$ cat config.mk
export PLATFORM = sky130hd
export DESIGN_NAME = adc_lane_frame_align
export DESIGN_NICKNAME = d
export VERILOG_FILES = /design/src/rtl/adc_lane_frame_align_pkg.sv /design/src/rtl/adc_lane_frame_align_window.sv /design/src/rtl/adc_lane_frame_align.sv
export SDC_FILE = /design/constraint.sdc
export NUM_CORES = 1
export LEC_CHECK = 0
export BUFFER_PORTS_ARGS = -buffer_cell sky130_fd_sc_hd__clkbuf_2
export CORE_MARGIN = 2
export CORE_UTILIZATION = 26
export CTS_CLUSTER_SIZE = 30
export DETAILED_ROUTE_END_ITERATION = 16
export SLEW_MARGIN = 20
export SYNTH_ARGS = -nofsm -noshare
export SYNTH_HDL_FRONTEND = slang
export SYNTH_HIERARCHICAL = 1
export SYNTH_SLANG_ARGS = --single-unit
$ cat constraint.sdc
create_clock -name clk -period 7.2 [get_ports clk]
set_input_delay 1.44 -clock clk [delete_from_list [all_inputs] [get_ports clk]]
set_output_delay 1.44 -clock clk [all_outputs]
set_load 0.01 [all_outputs]
$ cat src/rtl/adc_lane_frame_align_pkg.sv
// Shared types and width helpers for the ADC lane frame aligner.
package adc_align_pkg;

    typedef enum logic [1:0] {
        SEARCH,
        SETTLE,
        VERIFY,
        LOCKED
    } align_state_e;

    localparam int DEF_BITS = 8;
    localparam int OFS_W    = $clog2(DEF_BITS);
    localparam int LOSS_W   = 16;

    // Width able to hold 0..max_val, never narrower than one bit.
    function automatic int cnt_w(input int max_val);
        return (max_val < 2) ? 1 : $clog2(max_val + 1);
    endfunction

    // Width of a bit offset 0..bits-1, never narrower than one bit.
    function automatic int ofs_w(input int bits);
        return (bits < 2) ? 1 : $clog2(bits);
    endfunction

endpackage

$ cat src/rtl/adc_lane_frame_align_window.sv
// One lane's word window: keeps the previous valid word and selects
// BITS bits out of {prev, cur} starting at the shared bit offset.
module adc_word_window
    import adc_align_pkg::*;
#(
    parameter int BITS = DEF_BITS,
    parameter int OW   = OFS_W
) (
    input  logic            clk,
    input  logic            rst_n,
    input  logic            valid,
    input  logic [BITS-1:0] din,
    input  logic [OW-1:0]   offset,
    output logic [BITS-1:0] dout
);

    logic [BITS-1:0]   prev_q;
    logic [BITS-1:0]   prev_d;
    logic [2*BITS-1:0] combined;

    always_comb begin
        prev_d   = valid ? din : prev_q;
        combined = {prev_q, din};
        dout     = combined[offset +: BITS];
    end

    always_ff @(posedge clk) begin
        if (!rst_n) begin
            prev_q <= '0;
        end else begin
            prev_q <= prev_d;
        end
    end

endmodule

$ cat src/rtl/adc_lane_frame_align.sv
// Word-boundary alignment for deserialised ADC lanes: searches the frame
// lane for FRAME_PATTERN and applies the found bit offset to every lane.
module adc_lane_frame_align
    import adc_align_pkg::*;
#(
    parameter int              NUM_LANES     = 10,
    parameter int              BITS          = 8,
    parameter logic [BITS-1:0] FRAME_PATTERN = 8'hF0,
    parameter int              LOCK_COUNT    = 16,
    parameter int              SLIP_SETTLE   = 4,
    localparam int             OW            = ofs_w(BITS)
) (
    input  logic                      clk,
    input  logic                      rst_n,
    input  logic                      din_valid,
    input  logic [NUM_LANES*BITS-1:0] din,
    input  logic [BITS-1:0]           frame_in,
    input  logic                      realign,
    output logic [NUM_LANES*BITS-1:0] dout,
    output logic                      dout_valid,
    output logic [OW-1:0]             slip_offset,
    output logic                      locked,
    output logic                      lock_err,
    output logic [LOSS_W-1:0]         lock_loss_cnt
);

    localparam int MW  = cnt_w(LOCK_COUNT);
    localparam int SWW = cnt_w(BITS);
    localparam int STW = cnt_w(SLIP_SETTLE);
    localparam int SETTLE_LAST = (SLIP_SETTLE > 0) ? SLIP_SETTLE - 1 : 0;

    align_state_e              state_q, state_d;
    logic [OW-1:0]             ofs_q, ofs_d;
    logic [STW-1:0]            settle_q, settle_d;
    logic [MW-1:0]             match_q, match_d;
    logic [SWW-1:0]            sweep_q, sweep_d;
    logic                      err_q, err_d;
    logic [LOSS_W-1:0]         loss_q, loss_d;
    logic                      locked_q, locked_d;
    logic                      dvld_q, dvld_d;
    logic [NUM_LANES*BITS-1:0] dout_q, dout_d;
    logic [NUM_LANES*BITS-1:0] aligned_lanes;
    logic [BITS-1:0]           aligned_frame;
    logic                      frame_hit;

    adc_word_window #(.BITS(BITS), .OW(OW)) u_frame_win (
        .clk    (clk),
        .rst_n  (rst_n),
        .valid  (din_valid),
        .din    (frame_in),
        .offset (ofs_q),
        .dout   (aligned_frame)
    );

    for (genvar i = 0; i < NUM_LANES; i++) begin : g_lane
        adc_word_window #(.BITS(BITS), .OW(OW)) u_lane_win (
            .clk    (clk),
            .rst_n  (rst_n),
            .valid  (din_valid),
            .din    (din[i*BITS +: BITS]),
            .offset (ofs_q),
            .dout   (aligned_lanes[i*BITS +: BITS])
        );
    end

    always_comb begin
        state_d   = state_q;
        ofs_d     = ofs_q;
        settle_d  = settle_q;
        match_d   = match_q;
        sweep_d   = sweep_q;
        err_d     = err_q;
        loss_d    = loss_q;
        frame_hit = (aligned_frame == FRAME_PATTERN);

        if (realign) begin
            state_d  = SEARCH;
            ofs_d    = '0;
            settle_d = '0;
            match_d  = '0;
            sweep_d  = '0;
            err_d    = 1'b0;
        end else if (din_valid) begin
            unique case (state_q)
                SEARCH: begin
                    if (frame_hit) begin
                        match_d = MW'(1);
                        sweep_d = '0;
                        state_d = (LOCK_COUNT == 1) ? LOCKED : VERIFY;
                    end else begin
                        ofs_d = (ofs_q == OW'(BITS - 1)) ? '0 : ofs_q + 1'b1;
                        // A full sweep without a hit flags the error and starts a new sweep.
                        if (sweep_q == SWW'(BITS - 1)) begin
                            err_d   = 1'b1;
                            sweep_d = '0;
                        end else begin
                            sweep_d = sweep_q + 1'b1;
                        end
                        settle_d = '0;
                        state_d  = (SLIP_SETTLE == 0) ? SEARCH : SETTLE;
                    end
                end
                SETTLE: begin
                    if (settle_q == STW'(SETTLE_LAST)) begin
                        settle_d = '0;
                        state_d  = SEARCH;
                    end else begin
                        settle_d = settle_q + 1'b1;
                    end
                end
                VERIFY: begin
                    if (frame_hit) begin
                        match_d = match_q + 1'b1;
                        if (match_q == MW'(LOCK_COUNT - 1)) begin
                            state_d = LOCKED;
                        end
                    end else begin
                        match_d = '0;
                        state_d = SEARCH;
                    end
                end
                LOCKED: begin
                    if (!frame_hit) begin
                        match_d = '0;
                        state_d = SEARCH;
                        loss_d  = (loss_q == '1) ? loss_q : loss_q + 1'b1;
                    end
                end
                default: state_d = SEARCH;
            endcase
        end

        locked_d = (state_d == LOCKED);
        dvld_d   = din_valid && (state_d == LOCKED);
        dout_d   = din_valid ? aligned_lanes : dout_q;
    end

    always_ff @(posedge clk) begin
        if (!rst_n) begin
            state_q  <= SEARCH;
            ofs_q    <= '0;
            settle_q <= '0;
            match_q  <= '0;
            sweep_q  <= '0;
            err_q    <= 1'b0;
            loss_q   <= '0;
            locked_q <= 1'b0;
            dvld_q   <= 1'b0;
            dout_q   <= '0;
        end else begin
            state_q  <= state_d;
            ofs_q    <= ofs_d;
            settle_q <= settle_d;
            match_q  <= match_d;
            sweep_q  <= sweep_d;
            err_q    <= err_d;
            loss_q   <= loss_d;
            locked_q <= locked_d;
            dvld_q   <= dvld_d;
            dout_q   <= dout_d;
        end
    end

    assign dout          = dout_q;
    assign dout_valid    = dvld_q;
    assign slip_offset   = ofs_q;
    assign locked        = locked_q;
    assign lock_err      = err_q;
    assign lock_loss_cnt = loss_q;

endmodule

==> summary.md, run 1 <==
| Metric | Value |
|---|---|
| Startpoint Class | `flip-flop` |
| Clock root cell | `clkbuf_16` |
| Total setup buffers inserted after CTS | `0` |
| Async set-or-reset flop fraction in the synthesized netlist | `0` |
| Fmax | `approximately 270 MHz` |
| Synth Area in Compound Gates | `0.112` |
| Initial antenna violation count | `0` |
| DRT iter0 DRCs | `approximately 390` |
| Clock Power Share | `0.395` |
| H-tree lvl count | `4` |
| Syn_nets | `about 1300` |
| Dpl cells | `between 1500 and 2000` |
| Clk_skew | `between 0.015 and 0.02 ns` |
| Post-synth top flop | `dfxtp_1` |
| Final min period | `3.74 ns` |
| Nets | `between 1000 and 1500` |
| Hold_buf cts | `0` |
| Pin count of the biggest net entering global routing | `98` |
| Post-Syn Area | `12200 µm²` |
| Post-Route WL | `between 30 and 40 mm` |
| Final WS setup | `3.46 ns` |
| Post-layout util | `0.303` |
| Crit share post-route | `0.519` |
| Layout cell share with drive strength beyond 1 | `0.274` |
| First-pass DRT Iterations | `5` |
| Die width | `about 220 µm` |
| WP data required | `5.76 ns` |
| Power per cell area | `between 150 and 200 nW/µm²` |
| Adder-Cell Fraction of Synth Area | `0.00721` |
| Net Sw Frac | `0.273` |
| Vias in the first global route | `slightly below 10000` |
| Top cell type's share of synthesized area | `0.318` |
| Switching Power | `around 0.72 mW` |
| Pre-CTS WS | `between 3 and 4 ns` |
| CTS sink count | `~190` |
| Slew Limit Headroom | `0.263` |
| CTS max path bufs | `2` |
| RePlAce Congestion | `just over 0.8` |
| Fin. max-slew vios | `0` |
| Reg power frac | `0.443` |
| R2R Setup Slk | `roughly 3.7 ns` |
| Synthesized instance count | `about 1200` |
| Yosys top cell by area | `dfxtp_1` |
| WS Path Type | `flip-flop to output port` |
| Io pins | `194` |
| Worst hold path type | `flip-flop to flip-flop` |
| Starting Density | `0.262` |
| Worst path slowest cell | `dfxtp_4` |
| Yosys cell types | `59` |
| Flops & latches, synth | `slightly below 200` |
| Worst r2r src | `slip_offset[1]$_SDFFE_PP0P_` |
| Final hold vios | `0` |
| MaxCap Viol Count | `0` |
| Largest family of logic cells by synthesized area | `multiplexers` |
| Max rail drop VDD | `131 µV` |
| CP max stage delay | `a little over 0.9 ns` |
| WP data arrival | `approximately 2.3 ns` |
| Total Power | `2.66 mW` |
| Delay-heaviest family, CP | `flip-flops` |
| Grt total ovfl | `0` |
| Vias per cell | `4.97` |
| CTS tree | `done` |
| Combinational share of power | `0.162` |
| Total GRT Usage | `0.138` |
| Placement Rows | `just under 80` |
| Syn. warnings | `6` |
| Port Buffers | `193` |
| Mux cell area share after synthesis | `0.340` |
| Post-synthesis simple-gate area fraction | `0.169` |
| Internal cell power | `1.93 mW` |
| WP buf/inv | `2` |
| Post-synthesis sequential area ratio | `0.318` |
| Clk_lat worst skew | `0.49 ns` |
| RSZ-0062 raised after global routing | `false` |
| Crit path max fanout | `around 70` |
| Fin cells | `about 2000` |
| Post-synth EDFFs | `0` |
| Syn-to-layout area delta | `15.5%` |
| Leading cell type in the layout, fill and taps excluded | `mux2i_1` |
| Min-delay src | `settle_q[1]$_SDFFE_PP0P_` |
| Critical Path, Cell by Cell | `buf_4, clkbuf_2` |
| N_diodes | `0` |
| CP Launch Point | `slip_offset[1]$_SDFFE_PP0P_` |
| Wire per inst | `roughly 17 µm` |
| DP HPWL | `around 24 mm` |
| Outcome | `finished clean` |
| Core footprint | `46400 µm²` |
| Leak | `around 5.6 nW` |
| Commonest non-fill, non-tap cells in the layout | `mux2i_1 (273), clkbuf_2 (191), dfxtp_1 (190)` |
| Setup crit end kind | `output port` |
| Vias | `approximately 9900` |
| Worst-margin pin slew | `about 1.1 ns` |
| Avg Cell Area, Syn | `9.83 µm²` |
| Setup-failing EPs final | `0` |
| First-pass GRT wire length | `between 50 and 60 mm` |
| Clk slew on worst S/H paths | `about 0.07 ns` |
| Die footprint | `between 40000 and 50000 µm²` |
| Antenna Nets Post-Route | `0` |
| Drt drc | `0` |
| Post-Synth XOR/XNOR Area | `0` |
| Post-CTS Resized | `0` |
| Synth area leaders | `dfxtp_1 (32%), mux2i_1 (22%), mux2_2 (7.1%)` |
| Setup TNS Final | `0 ns` |
| Die H | `roughly 220 µm` |
| Num CTS Buffers | `17` |
-- synth_stat cells, types with 10 or more instances --
cell,instances
a21oi_1,18
a22oi_1,13
and2_2,11
and2b_2,11
buf_2,33
buf_4,12
buf_6,24
clkbuf_1,13
dfxtp_1,193
inv_1,16
mux2_2,77
mux2i_1,273
mux4_1,11
mux4_2,11
nand2_1,109
nand2b_1,18
nor2_1,96
nor2b_1,79
o21ai_0,28
o221ai_1,33
o221ai_2,11
o22a_1,22
o311ai_0,12
or2_2,11
or4_1,10
-- flip-flops by register name, summed over array words and instances, names as in the netlist --
signal / cells
g_lane.u_lane_win/prev_q: 70
lock_err: 1
dout: 80
match_q: 5
sweep_q: 4
u_frame_win/prev_q: 7
slip_offset: 3
dout_valid: 1
locked: 1
lock_loss_cnt: 16
settle_q: 3
state_q: 2
-- worst reg2reg max path: stages (launching register included) --
cell	delay, ns
dfxtp_4	0.92
mux4_1	0.68
nand2_1	0.09
o221ai_1	0.19
or4_4	0.61
o21ai_2	0.61
o311ai_0	0.25
o41ai_1	0.10
-- cell families after synthesis --
kind of cell | after synthesis
buffers and inverters | 102
and+or+nand+nor | 392
AOI/OAI and AO/OA | 170
DFF | 193
adders and majority gates | 7
muxes | 372
-- per-stage QoR --
stage | hold slack (ns) | area [µm²]
finish | 0.461 | 14000
global route | 0.501 | 14000
CTS | 0.465 | 14000
detailed placement | 0.454 | 13400
global placement | 0.443 | 13400
floorplan | 0.436 | 12200
-- final cells by class --
class / instances / area [µm²]
clock inverter: 11 / 175
clock buffer: 21 / 460
sequential: 193 / 3870
tap: 607 / 759
multi-input combinational: 941 / 7640
inverter: 17 / 65.1
fill: 4852 / 32300
timing repair buffer: 203 / 1060
-- power groups by stage --
| stage | clock, mW | combinational (mW) | sequential, mW |
|---|---|---|---|
| final | 1.05 | 0.430 | 1.18 |
| after global routing | 1.14 | 0.473 | 1.19 |
| after CTS | 1.11 | 0.434 | 1.18 |
| after detailed placement | 0 | 0.433 | 1.20 |
| after global placement | 0 | 0.425 | 1.20 |
| after floorplan | 0 | 0.295 | 1.20 |
-- worst paths after layout --
path	end	cells after the start
worst max-delay path	slip_offset[1]	2
worst min-delay path	settle_q[1]$_SDFFE_PP0P_	2
worst max register to register	lock_loss_cnt[6]$_SDFFE_PN0P_	7
worst min register to register	settle_q[1]$_SDFFE_PP0P_	2
-- per-layer routing --
layer  vias to the layer above  wire, µm  track usage
met5                         -         0            0
met4                         0       704       0.0586
met2                       222     15900        0.228
li1                       4823         -            -
met1                      4815     15100        0.169
met3                        39      1480       0.0341
Note: power is estimated with default switching activity, not from simulation.
==> run 2, diff against run 1 <==
- clock period: 7.2 -> 3.5 ns (I/O delays scaled with it)
==> summary.md, run 2 (synthesis results as in run 1) <==
| Metric | Value |
|---|---|
| Area after DPL | `13500 µm² (+0.60%)` |
| Wire per inst | `16.6 µm (about the same)` |
| Fmax | `between 300 and 400 MHz` |
| Clk_lat worst skew | `0.49 ns (about the same)` |
| Post-layout util | `0.304 (+0.000944)` |
| Layout cell share with drive strength beyond 1 | `0.278 (+0.00353)` |
| Commonest non-fill, non-tap cells in the layout | `mux2i_1 (273), clkbuf_2 (191), dfxtp_1 (190)` |
| Layout fillers | `4843 (-0.19%)` |
| Num CTS Buffers | `17 (unchanged)` |
| MaxCap Viol Count | `0 (unchanged)` |
| CP most frequent cell | `or4_4` |
| Crit path max fanout | `9 (-87%)` |
| Setup crit end kind | `flip-flop` |
| First-pass GRT wire length | `52.3 mm (+0.41%)` |
| WP data required | `3.83 ns (-1.93 ns)` |
| Hold_buf cts | `0 (unchanged)` |
| RePlAce Congestion | `0.879 (+6.8%)` |
| Leak | `5.57 nW (+0.38%)` |
| Die footprint | `48500 µm² (unchanged)` |
| Internal cell power | `3.82 mW (+97%)` |
| Antenna Nets Post-Route | `0 (unchanged)` |
| Final hold vios | `0 (unchanged)` |
| Critical R2R Capture | `match_q[1]$_SDFFE_PP0P_` |
| Reg2reg path depth | `7 (unchanged)` |
| Combinational share of power | `0.167 (+0.005)` |
| CP max stage delay | `0.62 ns (-0.30 ns)` |
| CTS tree | `done` |
| Vias per cell | `4.96 (-0.13%)` |
| Die width | `220 µm (unchanged)` |
| Worst Hold Path EP | `settle_q[1]$_SDFFE_PP0P_` |
| Worst-margin pin slew | `0.759 ns (-0.346 ns)` |
| Vias | `9911 (+0.12%)` |
| Port Buffers | `193 (unchanged)` |
| Placement Rows | `79 (unchanged)` |
| Outcome | `finished clean` |
| CTS max path bufs | `2 (unchanged)` |
| Clk_skew | `0.0114 ns (-0.00406 ns)` |
| Final WS setup | `0.690 ns (-2.77 ns)` |
| Power per cell area | `383 nW/µm² (+100%)` |
| Crit share post-route | `0.803` |
| Drt drc | `0 (unchanged)` |
| Slew Limit Headroom | `0.494 (+0.231)` |
| Min-Delay Path Depth | `2 (unchanged)` |
| DP HPWL | `23.5 mm (about the same)` |
| Initial antenna violation count | `1 (+1)` |
| WP data arrival | `3.14 ns (+0.84 ns)` |
| Total setup buffers inserted after CTS | `0 (unchanged)` |
| R2R Setup Slk | `0.69 ns (-2.97 ns)` |
| Starting Density | `0.262 (unchanged)` |
| WS Path Type | `flip-flop to flip-flop` |
| Number of flip-flops in the largest register | `80 (unchanged)` |
| Clk slew on worst S/H paths | `0.07 ns (about the same)` |
| Pre-CTS WS | `0.386 ns (-2.80 ns)` |
| Syn-to-layout area delta | `15.9%` |
| Core footprint | `46400 µm² (unchanged)` |
| Max rail drop VDD | `306 µV (+130%)` |
| Total GRT Usage | `0.139 (+0.00122)` |
| Setup-failing EPs final | `0 (unchanged)` |
| Worst r2r src | `slip_offset[1]$_SDFFE_PP0P_` |
| Nets | `1476 (+0.27%)` |
| First-pass DRT Iterations | `7 (+2)` |
| Min-delay src | `settle_q[1]$_SDFFE_PP0P_` |
| Delay-heaviest family, CP | `simple AND/OR/NAND/NOR gates` |
| Clock Power Share | `0.388 (-0.007)` |
| DRT iter0 DRCs | `440 (+12%)` |
| CTS sink count | `193 (unchanged)` |
| Switching Power | `1.58 mW (+120%)` |
| Die H | `220 µm (unchanged)` |
| Post-CTS Resized | `0 (unchanged)` |
| Fin. max-slew vios | `0 (unchanged)` |
| Reg power frac | `0.445 (+0.002)` |
| WP buf/inv | `0 (-2)` |
| Clock root cell | `clkbuf_16` |
| Worst path slowest cell | `or4_4` |
| Leading cell type in the layout, fill and taps excluded | `mux2i_1` |
| Worst hold path type | `flip-flop to flip-flop` |
| Startpoint Class | `flip-flop` |
| Pin count of the biggest net entering global routing | `117 (+19%)` |
| Io pins | `194 (unchanged)` |
| Critical Path, Cell by Cell | `mux4_1, nand2_1, o221ai_1, or4_4, or4_4, a21boi_4, a211oi_1` |
| RSZ-0062 raised after global routing | `false` |
| H-tree lvl count | `4 (unchanged)` |
| Final hold slack | `0.465 ns (+0.00345 ns)` |
| Finished Cell Area | `14100 µm² (+0.31%)` |
| Setup TNS Final | `0 ns (unchanged)` |
| Vias in the first global route | `9622 (-0.65%)` |
| Final min period | `2.81 ns` |
| Grt total ovfl | `0 (unchanged)` |
| Net Sw Frac | `0.293 (+0.0204)` |
| Post-Route WL | `33.2 mm (+0.29%)` |
run 2: cell count changes in the layout (fill, tap and decap cells not counted), sizes merged:
cell,delta
clkinv,+1
bufinv,-2
buf,+4
clkbuf,-4
diode,+1
clkinvlp,-1
inv,+6
run 2: power by group through the flow:
stage,Clock [mW],Sequential [mW],Combinational (mW)
floorplan,0,2.46,0.607
global placement,0,2.45,0.896
detailed placement,0,2.45,0.911
CTS,2.19,2.40,0.913
global route,2.27,2.42,0.991
finish,2.09,2.40,0.901
run 2: per-stage QoR:
stage               instances  total power, mW
floorplan                1236             3.07
CTS                      1997             5.51
finish                   1998             5.40
global placement         1965             3.35
detailed placement       1965             3.36
global route             1997             5.68
run 2: worst max-delay path by stage:
stage                                      startpoint                 endpoint  slack, ns  cells after the start
final                     slip_offset[1]$_SDFFE_PP0P_  match_q[1]$_SDFFE_PP0P_       0.69                      7
after global placement                    frame_in[7]  match_q[1]$_SDFFE_PP0P_       0.44                      8
after floorplan           slip_offset[1]$_SDFFE_PP0P_  match_q[4]$_SDFFE_PP0P_       0.11                      9
after detailed placement                  frame_in[7]  match_q[1]$_SDFFE_PP0P_       0.39                      8
after CTS                 slip_offset[1]$_SDFFE_PP0P_  match_q[1]$_SDFFE_PP0P_       0.65                      9
after global routing      slip_offset[1]$_SDFFE_PP0P_  match_q[3]$_SDFFE_PP0P_       0.46                      9
run 2: worst register-to-register path: cells and delay by family (launching register included):
kind | cells | cell delay [ns]
AO/OA/AOI/OAI | 3 | 0.46
flip-flops | 1 | 0.42
multiplexers | 1 | 0.60
AND/OR/NAND/NOR | 3 | 1.18
run 2: layout make-up:
| cell class | count | area (µm²) | area share |
|---|---|---|---|
| Multi-Input combinational cell | 941 | 7640 | 0.542 |
| Inverter | 17 | 65.1 | 0.00462 |
| Tap cell | 607 | 759 | 0.0539 |
| Sequential cell | 193 | 3870 | 0.275 |
| Antenna cell | 1 | 2.50 | 0.000178 |
| Timing Repair Buffer | 207 | 1140 | 0.0812 |
| Clock buffer | 17 | 425 | 0.0302 |
| Clock inverter | 15 | 171 | 0.0122 |
run 2: routing by layer:
metal	GRT usage	share of wire	vias to the layer above
li1	-	-	4859
met1	0.172	0.45	4814
met2	0.229	0.48	205
met3	0.0362	0.051	31
met4	0.0570	0.016	2
met5	0	0.00048	-
==> run 3, diff against run 2 <==
- clock period: 3.5 -> 2.52 ns (I/O delays scaled with it)
==> summary.md, run 3 (synthesis results as in run 1) <==
| Metric | Value |
|---|---|
| WP data arrival | `2.98 ns (-0.16 ns)` |
| First-pass GRT wire length | `52.2 mm (-0.12%)` |
| Setup crit end kind | `flip-flop` |
| Fmax | `383 MHz (+7.7%)` |
| Syn-to-layout area delta | `19.4%` |
| Final WS setup | `-0.0889 ns (-0.778 ns)` |
| Outcome | `complete, but fails checks` |
| WP data required | `2.89 ns (-0.94 ns)` |
| Crit path max fanout | `6 (-3)` |
| Drt drc | `0 (unchanged)` |
| Total Power | `7.38 mW (+37%)` |
| Sequential cell area | `3870 µm² (unchanged)` |
| Nets | `1510 (+2.3%)` |
| Startpoint Class | `flip-flop` |
| RSZ-0062 raised after global routing | `true` |
| Failing checks | `setup timing` |
| H-tree lvl count | `4 (unchanged)` |
| CTS tree | `done` |
| WS Path Type | `flip-flop to flip-flop` |
| RePlAce Congestion | `0.807 (-8.1%)` |
| Post-layout util | `0.313 (+0.00934)` |
| Fin. max-slew vios | `0 (unchanged)` |
| Leak | `5.76 nW (+3.3%)` |
| Vias per cell | `4.97 (+0.10%)` |
| Initial antenna violation count | `2 (+1)` |
| Clk_lat worst skew | `0.49 ns (about the same)` |
| Worst-margin pin slew | `0.717 ns (-0.0428 ns)` |
| CTS sink count | `193 (unchanged)` |
| Io pins | `194 (unchanged)` |
| Core footprint | `46400 µm² (unchanged)` |
| Multi-input gate area | `7770 µm² (+1.7%)` |
| Crit share post-route | `1.04 (+0.232)` |
| Vias in the first global route | `9767 (+1.5%)` |
| Commonest non-fill, non-tap cells in the layout | `mux2i_1 (270), clkbuf_2 (192), dfxtp_1 (190)` |
| Dpl cells | `1990 (+1.3%)` |
| Num CTS Buffers | `17 (unchanged)` |
| Leading cell type in the layout, fill and taps excluded | `mux2i_1` |
| Final min period | `2.61 ns (-0.202 ns)` |
| Vias | `10105 (+2.0%)` |
| Clock root cell | `clkbuf_16` |
| Die footprint | `48500 µm² (unchanged)` |
| Die width | `220 µm (unchanged)` |
| Max rail drop VDD | `473 µV (+54%)` |
| Power per cell area | `508 nW/µm² (+33%)` |
| Layout fillers | `4813 (-0.62%)` |
| Final hold vios | `0 (unchanged)` |
| DRT iter0 DRCs | `532 (+21%)` |
| Placement Rows | `79 (unchanged)` |
| Total GRT Usage | `0.137 (-0.00181)` |
| Layout cell share with drive strength beyond 1 | `0.308 (+0.0306)` |
| Antenna Nets Post-Route | `0 (unchanged)` |
| Setup-failing EPs final | `15 (+15)` |
| CTS max path bufs | `2 (unchanged)` |
| Clk_skew | `0.0138 ns (+0.00236 ns)` |
| Worst hold path type | `input port to flip-flop` |
| Number of flip-flops in the largest register | `80 (unchanged)` |
| First-pass DRT Iterations | `5 (-2)` |
| Slew Limit Headroom | `0.522 (+0.0286)` |
| Post-Route WL | `33.5 mm (+0.97%)` |
| Port Buffers | `193 (unchanged)` |
| Fin cells | `2035 (+1.9%)` |
| Grt total ovfl | `0 (unchanged)` |
| DP HPWL | `24.0 mm (+1.8%)` |
| MaxCap Viol Count | `0 (unchanged)` |
| Pin count of the biggest net entering global routing | `101 (-14%)` |
| Clk slew on worst S/H paths | `0.08 ns (about the same)` |
| Starting Density | `0.262 (unchanged)` |
| Die H | `220 µm (unchanged)` |
| Wire per inst | `16.5 µm (-0.87%)` |
==> run 3: layer usage <==
layer	GRT usage	share of wire	vias up
met1	0.168	0.45	4936
met4	0.0548	0.021	2
li1	-	-	4930
met5	0	0.00039	-
met3	0.0392	0.049	43
met2	0.226	0.48	194
==> run 3: timing repair <==
action,CTS,global route
resized for setup,4,28
endpoints found under the hold margin,0,0
hold buffers,0,0
pin swaps,2,11
buffers inserted,0,6
cloned,0,3
endpoints found under the setup margin,12,38
==> run 3: power breakdown <==
part	switching (mW)	internal [mW]	leakage, nW
combinational	0.682	0.633	3.91
clock	1.35	1.38	0.261
sequential	0.120	3.21	1.59
==> run 3: area by class of cell <==
class,instances,share of cell area
clock buffer,20,0.0301
clock inverter,12,0.00853
multi-input combinational,941,0.535
timing repair buffer,241,0.102
tap,607,0.0523
inverter,17,0.00448
antenna,4,0.000690
sequential,193,0.267
==> run 3: per-stage QoR <==
stage	instance area, µm²	setup TNS [ns]	setup slack [ns]	hold WS [ns]
global placement	13700	-2.95	-0.166	0.460
global route	14500	-2.71	-0.189	0.279
detailed placement	13700	-4.19	-0.214	0.471
finish	14500	-0.798	-0.0889	0.287
floorplan	12200	-3.82	-0.335	0.436
CTS	14300	0	0.00391	0.237
==> run 3: critical path, stage by stage, from the launching register on <==
cell and delay, ns:
dfxtp_4 0.39, mux4_2 0.54, nand2_2 0.08, o221ai_2 0.09, or4_4 0.57, buf_6 0.16, o21ai_4 0.28, clkbuf_16 0.22
nor4_2 0.05, mux2i_1 0.12
==> run 3: worst paths after layout <==
path / start / to / slack, ns / cells past startpoint
worst max register to register: slip_offset[1]$_SDFFE_PP0P_ / lock_loss_cnt[15]$_SDFFE_PN0P_ / -0.09 / 9
worst max-delay path: slip_offset[1]$_SDFFE_PP0P_ / lock_loss_cnt[15]$_SDFFE_PN0P_ / -0.09 / 9
worst min register to register: settle_q[1]$_SDFFE_PP0P_ / settle_q[1]$_SDFFE_PP0P_ / 0.49 / 2
worst min-delay path: din[24] / g_lane[3].u_lane_win/prev_q[0]$_SDFFE_PN0P_ / 0.29 / 3
